**src/rtl/keypad_request_queue_if.sv**
```systemverilog
// ---------------------------------------------------------------------------
// keypad_request_queue_if
//
// Request handshake between the keypad request queue and the motion
// controller. The queue drives a floor number with a valid flag, and the
// controller answers with ready. A transfer happens on any clock edge where
// both valid and ready are high.
//
// Signals:
//   req_valid  queue -> controller  req_floor holds a live request
//   req_floor  queue -> controller  floor at the head of the queue
//   req_ready  controller -> queue  controller takes req_floor this cycle
//
// Modports:
//   master  the request queue (drives valid/floor, samples ready)
//   slave   the motion controller (samples valid/floor, drives ready)
// ---------------------------------------------------------------------------
interface keypad_request_queue_if #(
  parameter int FLOOR_W = 3
);
  logic               req_valid;
  logic               req_ready;
  logic [FLOOR_W-1:0] req_floor;

  modport master (
    output req_valid,
    output req_floor,
    input  req_ready
  );

  modport slave (
    input  req_valid,
    input  req_floor,
    output req_ready
  );
endinterface

```
**src/rtl/keypad_request_queue.sv**
```systemverilog
// ---------------------------------------------------------------------------
// keypad_request_queue
//
// Turns debounced keypad presses into an ordered stream of floor requests for
// the motion controller.
//
// The design has three stages:
//   1. Key capture FSM: a key code must stay stable for HOLD_CYCLES cycles
//      before it produces a single one-cycle key event. A held key gives
//      exactly one event and never auto-repeats.
//   2. Key decode: the event code is registered as a floor request, an
//      emergency-stop command (4'hF) or a clear-all command (4'hE).
//   3. Request queue: floor requests are checked against the pending bitmap
//      and pushed into a FIFO. The FIFO head goes out on the request
//      handshake. Head entries whose floor was already served on the way are
//      discarded automatically.
//
// Ports:
//   clk, rst       clock and asynchronous active-high reset
//   buttonBus      key code from the scanner, valid while a key is held
//   pressed        low while a key is held
//   req_if         request handshake (master side: valid/floor out, ready in)
//   arrived        one-cycle pulse, car reached arrived_floor
//   arrived_floor  floor the car reached
//   pending        floors requested and not yet reached
//   count          FIFO occupancy, 0..DEPTH
//   estop          emergency stop latched
//   overflow       one-cycle pulse, a new request was dropped on a full FIFO
// ---------------------------------------------------------------------------
module keypad_request_queue #(
  parameter  int NUM_FLOORS  = 8,
  parameter  int DEPTH       = 8,
  parameter  int HOLD_CYCLES = 4,
  localparam int FLOOR_W     = $clog2(NUM_FLOORS),
  localparam int CNT_W       = $clog2(DEPTH + 1)
) (
  input  logic                    clk,
  input  logic                    rst,
  input  logic [3:0]              buttonBus,
  input  logic                    pressed,
  keypad_request_queue_if.master  req_if,
  input  logic                    arrived,
  input  logic [FLOOR_W-1:0]      arrived_floor,
  output logic [NUM_FLOORS-1:0]   pending,
  output logic [CNT_W-1:0]        count,
  output logic                    estop,
  output logic                    overflow
);

  localparam int PTR_W = $clog2(DEPTH);
  localparam int HC_W  = $clog2(HOLD_CYCLES + 1);

  localparam logic [3:0] CODE_ESTOP = 4'hF;
  localparam logic [3:0] CODE_CLEAR = 4'hE;

  typedef enum logic [1:0] {
    IDLE,
    HOLD,
    WAIT_REL
  } cap_state_e;

  // Key capture state
  cap_state_e        state_q, state_d;
  logic [3:0]        code_q, code_d;
  logic [HC_W-1:0]   hold_cnt_q, hold_cnt_d;
  logic              key_event_q, key_event_d;
  logic [3:0]        event_code_q, event_code_d;

  // Decoded command, one cycle after the key event
  logic               cmd_floor_q, cmd_floor_d;
  logic [FLOOR_W-1:0] cmd_floor_code_q, cmd_floor_code_d;
  logic               cmd_estop_q, cmd_estop_d;
  logic               cmd_clear_q, cmd_clear_d;

  // Queue state
  logic [FLOOR_W-1:0]    fifo_q [DEPTH];
  logic [FLOOR_W-1:0]    fifo_d [DEPTH];
  logic [PTR_W-1:0]      rd_ptr_q, rd_ptr_d;
  logic [PTR_W-1:0]      wr_ptr_q, wr_ptr_d;
  logic [CNT_W-1:0]      count_q, count_d;
  logic [NUM_FLOORS-1:0] pending_q, pending_d;
  logic                  estop_q, estop_d;
  logic                  overflow_q, overflow_d;

  // Queue helper signals
  logic [FLOOR_W-1:0] head_floor;
  logic               head_live;
  logic               not_empty;
  logic               full;
  logic               req_valid_int;
  logic               stale_pop;
  logic               pop;
  logic               req_new;
  logic               push;
  logic               arrival_ok;

  // Key capture: a glitch (release during HOLD) returns to IDLE with no
  // event; a code change restarts the stability count on the new code.
  // The event fires once the count has reached HOLD_CYCLES, so with
  // HOLD_CYCLES==1 it fires on the first HOLD cycle.
  always_comb begin
    state_d      = state_q;
    code_d       = code_q;
    hold_cnt_d   = hold_cnt_q;
    key_event_d  = 1'b0;
    event_code_d = event_code_q;
    case (state_q)
      IDLE: begin
        if (!pressed) begin
          code_d     = buttonBus;
          hold_cnt_d = HC_W'(1);
          state_d    = HOLD;
        end
      end
      HOLD: begin
        if (pressed) begin
          hold_cnt_d = '0;
          state_d    = IDLE;
        end else if (buttonBus != code_q) begin
          code_d     = buttonBus;
          hold_cnt_d = HC_W'(1);
        end else if (hold_cnt_q == HC_W'(HOLD_CYCLES)) begin
          key_event_d  = 1'b1;
          event_code_d = code_q;
          hold_cnt_d   = '0;
          state_d      = WAIT_REL;
        end else begin
          hold_cnt_d = hold_cnt_q + HC_W'(1);
        end
      end
      WAIT_REL: begin
        if (pressed) begin
          state_d = IDLE;
        end
      end
      default: begin
        state_d    = IDLE;
        hold_cnt_d = '0;
      end
    endcase
  end

  // Decode the key event into one of the three commands. Codes that are
  // neither floors nor service keys leave all three flags low.
  always_comb begin
    cmd_floor_d      = key_event_q && (32'(event_code_q) < 32'(NUM_FLOORS));
    cmd_floor_code_d = event_code_q[FLOOR_W-1:0];
    cmd_estop_d      = key_event_q && (event_code_q == CODE_ESTOP);
    cmd_clear_d      = key_event_q && (event_code_q == CODE_CLEAR);
  end

  // Head of queue. An entry whose pending bit has already been cleared was
  // served en route, so it is popped without ever being shown as valid.
  // Emergency stop freezes the head completely, stale entries included.
  always_comb begin
    head_floor    = fifo_q[rd_ptr_q];
    head_live     = pending_q[head_floor];
    not_empty     = (count_q != '0);
    full          = (count_q == CNT_W'(DEPTH));
    req_valid_int = not_empty && head_live && !estop_q;
    stale_pop     = not_empty && !head_live && !estop_q;
    pop           = (req_valid_int && req_if.req_ready) || stale_pop;
    req_new       = cmd_floor_q && !pending_q[cmd_floor_code_q];
    push          = req_new && !full;
    arrival_ok    = arrived && (32'(arrived_floor) < 32'(NUM_FLOORS));
  end

  // Queue update. Fullness is judged on the registered count, so a pop in
  // the same cycle never makes room for a push. An arrival is applied before
  // a push so a fresh request for the floor just reached still survives.
  // Clear-all overrides everything else in its cycle.
  always_comb begin
    fifo_d     = fifo_q;
    rd_ptr_d   = rd_ptr_q;
    wr_ptr_d   = wr_ptr_q;
    count_d    = count_q;
    pending_d  = pending_q;
    estop_d    = estop_q || cmd_estop_q;
    overflow_d = req_new && full;

    if (arrival_ok) begin
      pending_d[arrived_floor] = 1'b0;
    end

    if (push) begin
      fifo_d[wr_ptr_q]            = cmd_floor_code_q;
      wr_ptr_d                    = wr_ptr_q + PTR_W'(1);
      pending_d[cmd_floor_code_q] = 1'b1;
    end

    if (pop) begin
      rd_ptr_d = rd_ptr_q + PTR_W'(1);
    end

    if (push && !pop) begin
      count_d = count_q + CNT_W'(1);
    end else if (pop && !push) begin
      count_d = count_q - CNT_W'(1);
    end

    if (cmd_clear_q) begin
      rd_ptr_d   = '0;
      wr_ptr_d   = '0;
      count_d    = '0;
      pending_d  = '0;
      estop_d    = 1'b0;
      overflow_d = 1'b0;
    end
  end

  // All state flops. Reset also discards any key capture in progress.
  always_ff @(posedge clk or posedge rst) begin
    if (rst) begin
      state_q          <= IDLE;
      code_q           <= '0;
      hold_cnt_q       <= '0;
      key_event_q      <= 1'b0;
      event_code_q     <= '0;
      cmd_floor_q      <= 1'b0;
      cmd_floor_code_q <= '0;
      cmd_estop_q      <= 1'b0;
      cmd_clear_q      <= 1'b0;
      fifo_q           <= '{default: '0};
      rd_ptr_q         <= '0;
      wr_ptr_q         <= '0;
      count_q          <= '0;
      pending_q        <= '0;
      estop_q          <= 1'b0;
      overflow_q       <= 1'b0;
    end else begin
      state_q          <= state_d;
      code_q           <= code_d;
      hold_cnt_q       <= hold_cnt_d;
      key_event_q      <= key_event_d;
      event_code_q     <= event_code_d;
      cmd_floor_q      <= cmd_floor_d;
      cmd_floor_code_q <= cmd_floor_code_d;
      cmd_estop_q      <= cmd_estop_d;
      cmd_clear_q      <= cmd_clear_d;
      fifo_q           <= fifo_d;
      rd_ptr_q         <= rd_ptr_d;
      wr_ptr_q         <= wr_ptr_d;
      count_q          <= count_d;
      pending_q        <= pending_d;
      estop_q          <= estop_d;
      overflow_q       <= overflow_d;
    end
  end

  assign req_if.req_valid = req_valid_int;
  assign req_if.req_floor = head_floor;
  assign pending          = pending_q;
  assign count            = count_q;
  assign estop            = estop_q;
  assign overflow         = overflow_q;

endmodule

```
**src/flat_wrapper.sv**
```systemverilog
// flat-port wrapper written by rule: the top's interface ports become plain ports
module keypad_request_queue_flat 
#(
  parameter  int NUM_FLOORS  = 8,
  parameter  int DEPTH       = 8,
  parameter  int HOLD_CYCLES = 4,
  localparam int FLOOR_W     = $clog2(NUM_FLOORS),
  localparam int CNT_W       = $clog2(DEPTH + 1)
)
  (clk, rst, buttonBus, pressed, arrived, arrived_floor, pending, count, estop, overflow, req_if_req_valid, req_if_req_floor, req_if_req_ready);
  keypad_request_queue_if #(.FLOOR_W((3))) req_if_i ();
  input  logic clk;
  input  logic rst;
  input  logic [3:0] buttonBus;
  input  logic pressed;
  input  logic arrived;
  input  logic [FLOOR_W-1:0] arrived_floor;
  output logic [NUM_FLOORS-1:0] pending;
  output logic [CNT_W-1:0] count;
  output logic estop;
  output logic overflow;
  output wire logic [$bits(req_if_i.req_valid)-1:0] req_if_req_valid;
  output wire logic [$bits(req_if_i.req_floor)-1:0] req_if_req_floor;
  input wire logic [$bits(req_if_i.req_ready)-1:0] req_if_req_ready;
  assign req_if_req_valid = req_if_i.req_valid;
  assign req_if_req_floor = req_if_i.req_floor;
  assign req_if_i.req_ready = req_if_req_ready;
  keypad_request_queue #(.NUM_FLOORS(NUM_FLOORS), .DEPTH(DEPTH), .HOLD_CYCLES(HOLD_CYCLES)) u_core (.clk(clk), .rst(rst), .buttonBus(buttonBus), .pressed(pressed), .req_if(req_if_i), .arrived(arrived), .arrived_floor(arrived_floor), .pending(pending), .count(count), .estop(estop), .overflow(overflow));
endmodule
```
**config.mk**
```make
export PLATFORM = sky130hd
export DESIGN_NAME = keypad_request_queue_flat
export DESIGN_NICKNAME = d
export VERILOG_FILES = /design/src/rtl/keypad_request_queue_if.sv /design/src/rtl/keypad_request_queue.sv /design/src/flat_wrapper.sv
export SDC_FILE = /design/constraint.sdc
export NUM_CORES = 1
export LEC_CHECK = 0
export BUFFER_PORTS_ARGS = -buffer_cell sky130_fd_sc_hd__buf_2
export CAP_MARGIN = 20
export CORE_MARGIN = 5
export CORE_UTILIZATION = 63
export CTS_CLUSTER_DIAMETER = 40
export CTS_CLUSTER_SIZE = 24
export DETAILED_ROUTE_END_ITERATION = 8
export GPL_ROUTABILITY_DRIVEN = 0
export PLACE_DENSITY_LB_ADDON = 0.1
export SLEW_MARGIN = 20
export SYNTH_ARGS = -nofsm -noshare
export SYNTH_HDL_FRONTEND = slang
export SYNTH_SLANG_ARGS = --single-unit
```
**constraint.sdc**
```tcl
create_clock -name clk -period 7.9 [get_ports clk]
set_input_delay 1.58 -clock clk [delete_from_list [all_inputs] [get_ports clk]]
set_output_delay 1.58 -clock clk [all_outputs]
set_load 0.005 [all_outputs]
```
==> results of run 1 <==
[through the flow]
step	power (mW)	setup slack [ns]	cell area [um^2]	hold WS, ns
2_1_floorplan	0.5341	4.235	3202	0.3699
3_3_place_gp	0.5723	3.927	3392	0.3823
3_5_place_dp	0.5792	3.866	3392	0.3817
4_1_cts	0.9058	3.474	3625	0.4109
5_1_grt	0.9541	3.283	3625	0.4252
6_report	0.8996	3.495	3625	0.4137
[where the power goes]
group / switching [mW] / total [mW] / internal [mW]
registers: 0.0466 / 0.399 / 0.353
logic: 0.0883 / 0.177 / 0.0884
clock network: 0.120 / 0.324 / 0.204
total: 0.255 / 0.900 / 0.645
[state kept, by name, indices dropped and copies added (netlist names), 2 cells and up]
| register | cells |
|---|---|
| u_core.cmd_floor_code_q | 3 |
| u_core.code_q | 4 |
| u_core.count | 4 |
| u_core.event_code_q | 4 |
| u_core.fifo_q | 24 |
| u_core.hold_cnt_q | 3 |
| u_core.pending | 8 |
| u_core.rd_ptr_q | 3 |
| u_core.state_q | 2 |
| u_core.wr_ptr_q | 3 |
[routing by layer]
layer / vias up / track usage / routed length [um]
met5: - / 0 / 0
met4: 0 / 0.1014 / 99
met3: 11 / 0.04656 / 259
met1: 1135 / 0.3026 / 3038
met2: 59 / 0.3526 / 3196
li1: 1071 / - / -
[logic make-up (layout without fill, tap and decap cells)]
group | count (synthesis) | in the layout | share of synthesized area
adders and majority gates | 8 | 8 | 0.03361
muxes | 48 | 48 | 0.1852
buffers and inverters | 24 | 59 | 0.03087
DFF | 64 | 64 | 0.5002
xor gates and xnor gates | 9 | 9 | 0.02462
and+or+nand+nor | 80 | 80 | 0.1297
AOI/OAI and AO/OA | 46 | 46 | 0.09575
[layout by cell type, fill, tap and decap left out, types with 3 or more instances in the layout]
cell type	instances
dfrtp_1	64
buf_2	29
mux2_1	28
nor2_1	27
nand2_1	12
a21oi_1	12
clkbuf_8	12
inv_1	10
nand3_1	9
mux2i_1	9
o21ai_0	9
ha_1	7
xor2_1	6
nor2b_1	5
mux4_2	5
nand4_1	4
mux2_2	4
o21ai_1	3
and3_1	3
nor3_1	3
nand2b_1	3
o311ai_1	3
xnor2_1	3
[worst min-delay path by stage]
stage / endpoint / cells past startpoint
after global routing: u_core.cmd_floor_code_q[2]$_DFF_PP0_ / 0
after global placement: u_core.cmd_floor_code_q[1]$_DFF_PP0_ / 0
final: u_core.cmd_floor_code_q[1]$_DFF_PP0_ / 0
after floorplan: u_core.cmd_floor_code_q[1]$_DFF_PP0_ / 0
after detailed placement: u_core.cmd_floor_code_q[1]$_DFF_PP0_ / 0
after CTS: u_core.cmd_floor_code_q[1]$_DFF_PP0_ / 0
[layout make-up]
cell class / count / share of cell area
clock buffer: 14 / 0.04764
clock inverter: 2 / 0.01657
inverter: 13 / 0.01346
multi-input combinational: 191 / 0.4142
sequential: 64 / 0.4418
tap: 70 / 0.02416
timing repair buffer: 30 / 0.04211
==> impl_metrics.yaml, run 1 <==
status:
  status: "complete, no violations"
final_layout:
  diodes: 0
  multi_input_area_mm2: 0.001501
  fillers: 376
  drive_gt1_frac: 0.1879
  fin_cells: 384
  area_growth_pct: 13.21
  seqCellArea_mm2: 0.001602
  nets: 329
  fin_util: 0.7235
logic_synthesis:
  synth_area_mm2: 0.003202
  synth_edf_count: 0
  synth_area_leaders: "dfrtp_1 (50%), mux2_1 (9.8%), mux4_2 (3.5%)"
  synth_most_common_cell: "dfrtp_1"
  yosys_most_used_dff: "dfrtp_1"
  synthCells: 279
  synth_cell_type_count: 55
  synth_area_per_cell_um2: 11.48
  async_flop_share: 1.000
  yosys-top-cells-count: "dfrtp_1 (64), mux2_1 (28), nor2_1 (27)"
  ys_seq_area_frac: 0.5002
  ys_ff_latch: 64
  synth_top_cell_area_share: 0.5002
  yosysWarningCount: 0
  synth_area_leader_cell: "dfrtp_1"
  syn-num-nets: 299
drt:
  drtIter0Drc: 229
  ant_nets: 0
  vias: 2276
  drt-total-wl_mm: 6.594
  route.detailed.drc: 0
  routedWlPerCell_um: 17.17
  first_pass_iters: 4
  routed_via_density: 5.927
critical_path:
  timing.rr.start: "u_core.cmd_floor_code_q[0]$_DFF_PP0_"
  cp.required_ns: 6.32
  max_stage_delay_ns: 0.67
  endpoint: "req_if_req_valid"
  rr_endpoint: "u_core.count[3]$_DFFE_PP0P_"
  rrSetupSlack_ns: 3.85
  worstSetupPathDepth: 7
  critPathKind: "reg2out"
  reg2reg_depth: 12
  cp-end-kind: "output port"
  crit_chain: "mux4_2 > mux2_4 > and2_1 > a22o_1 > or2_4 > nor3_1 > buf_2"
  cp_slowest_cell: "dfrtp_1"
  critPathTopFamily: "multiplexers"
  crit_start: "u_core.rd_ptr_q[0]$_DFFE_PP0P_"
  cp.arrival_ns: 2.82
  crit_fanout: 11
  critPathLaunchType: "register"
  path_buf_inv: 1
clock_tree:
  tritoncts: "yes"
  clock-root-buffer: "clkbuf_8"
  hold_buffers: 0
  htree_levels: 3
  post_cts_buffers: 0
  cts_buffers: 9
  numClockSinks: 64
  cts_resized: 0
  clk_latency_ns: 0.33
  clk_path_buf_depth: 2
  clk_pin_slew_worst_paths_ns: 0.07
power:
  irDropWorstVdd_mv: 0.2167
  p_leak_nw: 1.825
  power-per-cell-area_mw_per_mm2: 248.2
die:
  die_h_um: 81.29
  core_mm2: 0.005010
  io_pins: 30
  rows: 26
  dieWidth_um: 81.29
  dieArea_mm2: 0.006608
  initial_core_util: 0.6391
global_route:
  antenna_found_initial: 0
  grt_usage: 0.2254
  grt_overflow_total: 0
  grt_pass1_wl_mm: 11.21
  grt_max_degree: 65
  grt_pass1_vias: 2327
timing:
  finalSetupTns_ns: 0
  fin_skew_ns: 0.007797
  clock.fmax_ghz: 0.2270
  fin_crit_sh: 0.5576
  post-route-min-period_ns: 4.405
  rsz0062_at_grt: "false"
  setup_viol: 0
  hold_viol: 0
  tightest_slew_ns: 0.8505
  max-slew-margin-rel: 0.4330
  finalMaxSlewViolations: 0
placed_design:
  place_inst: 368
  io_buffers: 29
  dp_hpwl_mm: 4.462
min_path:
  worst_hold_path_type: "reg2reg"
  worstHoldStart: "u_core.event_code_q[1]$_DFFE_PP0P_"
run:
  drv_cap: 0
No activity file was read; power rests on OpenSTA's default activity.
==> inputs of run 2 (changes only) <==
CORE_UTILIZATION = 53   (was 63)
clock period = 3.8 ns   (was 7.9 ns; I/O delays follow)
==> impl_metrics.yaml, run 2 (synthesized netlist as in run 1, its figures left out) <==
timing:
  finalMaxSlewViolations: 0
  clock.fmax_ghz: 0.2786
  hold_ws_ns: 0.4094
  fin_skew_ns: 0.008424
  hold_viol: 0
  post-route-min-period_ns: 3.589
  tightest_slew_ns: 0.6880
  finalSetupTns_ns: 0
  fin_crit_sh: 0.9445
  setup_viol: 0
  max-slew-margin-rel: 0.5414
drt:
  routedWlPerCell_um: 17.12
  drtIter0Drc: 104
  vias: 2269
  ant_nets: 0
  route.detailed.drc: 0
  drt-total-wl_mm: 6.747
  routed_via_density: 5.759
  first_pass_iters: 6
critical_path:
  rrSetupSlack_ns: 0.21
  cp.required_ns: 4.06
  crit_fanout: 8
  critPathLaunchType: "register"
  cp-end-kind: "register"
  cp.arrival_ns: 3.84
  critPathKind: "reg2reg"
clock_tree:
  cts_buffers: 9
  clk_latency_ns: 0.34
  numClockSinks: 64
  clk_pin_slew_worst_paths_ns: 0.07
  hold_buffers: 0
  clk_path_buf_depth: 2
  tritoncts: "yes"
  htree_levels: 3
  clock-root-buffer: "clkbuf_8"
final_layout:
  fin_cells: 394
  mostFrequentLayoutCells: "dfrtp_1 (63), buf_2 (29), mux2_1 (28)"
  fillers: 504
  final_cell_area_mm2: 0.003638
  drive_gt1_frac: 0.2100
  regMostFlops: "u_core.fifo_q"
  nets: 334
  diodes: 0
  largest_reg_flops: 24
  area_growth_pct: 13.64
  mostFrequentLayoutCell: "dfrtp_1"
die:
  io_pins: 30
  initial_core_util: 0.5440
  rows: 28
  core_mm2: 0.005886
  dieArea_mm2: 0.007696
  die_h_um: 87.73
  dieWidth_um: 87.73
global_route:
  grt_max_degree: 35
  antenna_found_initial: 0
  grt_pass1_wl_mm: 11.31
  grt_pass1_vias: 2280
  grt_usage: 0.1957
  grt_overflow_total: 0
status:
  status: "complete, no violations"
min_path:
  worst_hold_path_type: "reg2reg"
run:
  drv_cap: 0
placed_design:
  place_inst: 377
  dp_hpwl_mm: 4.872
  post_dp_cell_area_mm2: 0.003428
  io_buffers: 29
power:
  power-per-cell-area_mw_per_mm2: 490.9
  irDropWorstVdd_mv: 0.2836
  p_leak_nw: 1.822
run 2: cell types whose count changed in the layout (fill, tap and decap cells not counted), sizes merged:
cell      previous run  this run
bufinv               2         1
clkinvlp             0         3
clkbuf              14        10
buf                 30        35
clkinv               1         3
run 2: repair_timing:
item	4_1_cts	5_1_grt
hold endpoints to repair	0	0
setup buffers	0	1
gates resized for setup	0	2
setup endpoints to repair	0	1
run 2: worst paths after layout:
path / to / cells after the start / startpoint
min in group asynchronous: u_core.state_q[0]$_DFFE_PP0P_ / 2 / rst
setup reg to reg: u_core.count[3]$_DFFE_PP0P_ / 14 / u_core.rd_ptr_q[0]$_DFFE_PP0P_
hold / removal: u_core.cmd_floor_code_q[2]$_DFF_PP0_ / 0 / u_core.event_code_q[2]$_DFFE_PP0P_
setup / recovery: u_core.count[3]$_DFFE_PP0P_ / 14 / u_core.rd_ptr_q[0]$_DFFE_PP0P_
max in group asynchronous: u_core.rd_ptr_q[0]$_DFFE_PP0P_ / 3 / rst
hold reg to reg: u_core.cmd_floor_code_q[2]$_DFF_PP0_ / 0 / u_core.event_code_q[2]$_DFFE_PP0P_
run 2: report_power, final:
group	internal (mW)	total (mW)	leakage, nW	switching, mW
Combinational	0.199	0.389	0.872	0.191
Sequential	0.734	0.825	0.862	0.0905
Clock	0.305	0.572	0.0887	0.267
Total	1.24	1.79	1.82	0.549
run 2: metal layers:
metal	wire, um	global-route usage
met1	3011	0.2547
met2	3341	0.3075
met3	255	0.04516
met4	138	0.09763
met5	0	0
run 2: final cells by class:
cell class	instances	area, um^2	area share
flip-flops and latches	64	1603	0.4405
well taps	75	93.84	0.02579
inverters	13	48.80	0.01341
repair buffers	35	190.2	0.05227
multi-input cells	191	1505	0.4137
clock inverters	6	70.07	0.01926
clock buffers	10	127.6	0.03508
run 2: through the flow:
| stage | setup slack, ns | util | power, mW |
|---|---|---|---|
| 2_1_floorplan | 0.3160 | - | 1.110 |
| 3_3_place_gp | 0.1467 | 0.5825 | 1.203 |
| 3_5_place_dp | 0.07042 | 0.5825 | 1.210 |
| 4_1_cts | 0.05430 | 0.6161 | 1.789 |
| 5_1_grt | -0.002163 | 0.6182 | 1.896 |
| 6_report | 0.2108 | 0.6182 | 1.786 |
run 2: worst max-delay path, stage by stage (launching register included):
cell and delay [ns]:
dfrtp_2 0.48, mux4_2 0.53, mux2_4 0.31, nor2b_1 0.14, a22o_1 0.27, or2_4 0.27, o21ai_1 0.13, ha_1 0.18
inv_1 0.06, ha_1 0.28, a21o_1 0.20, a21oi_2 0.15, xnor2_1 0.08, or3_1 0.30, a21oi_1 0.14
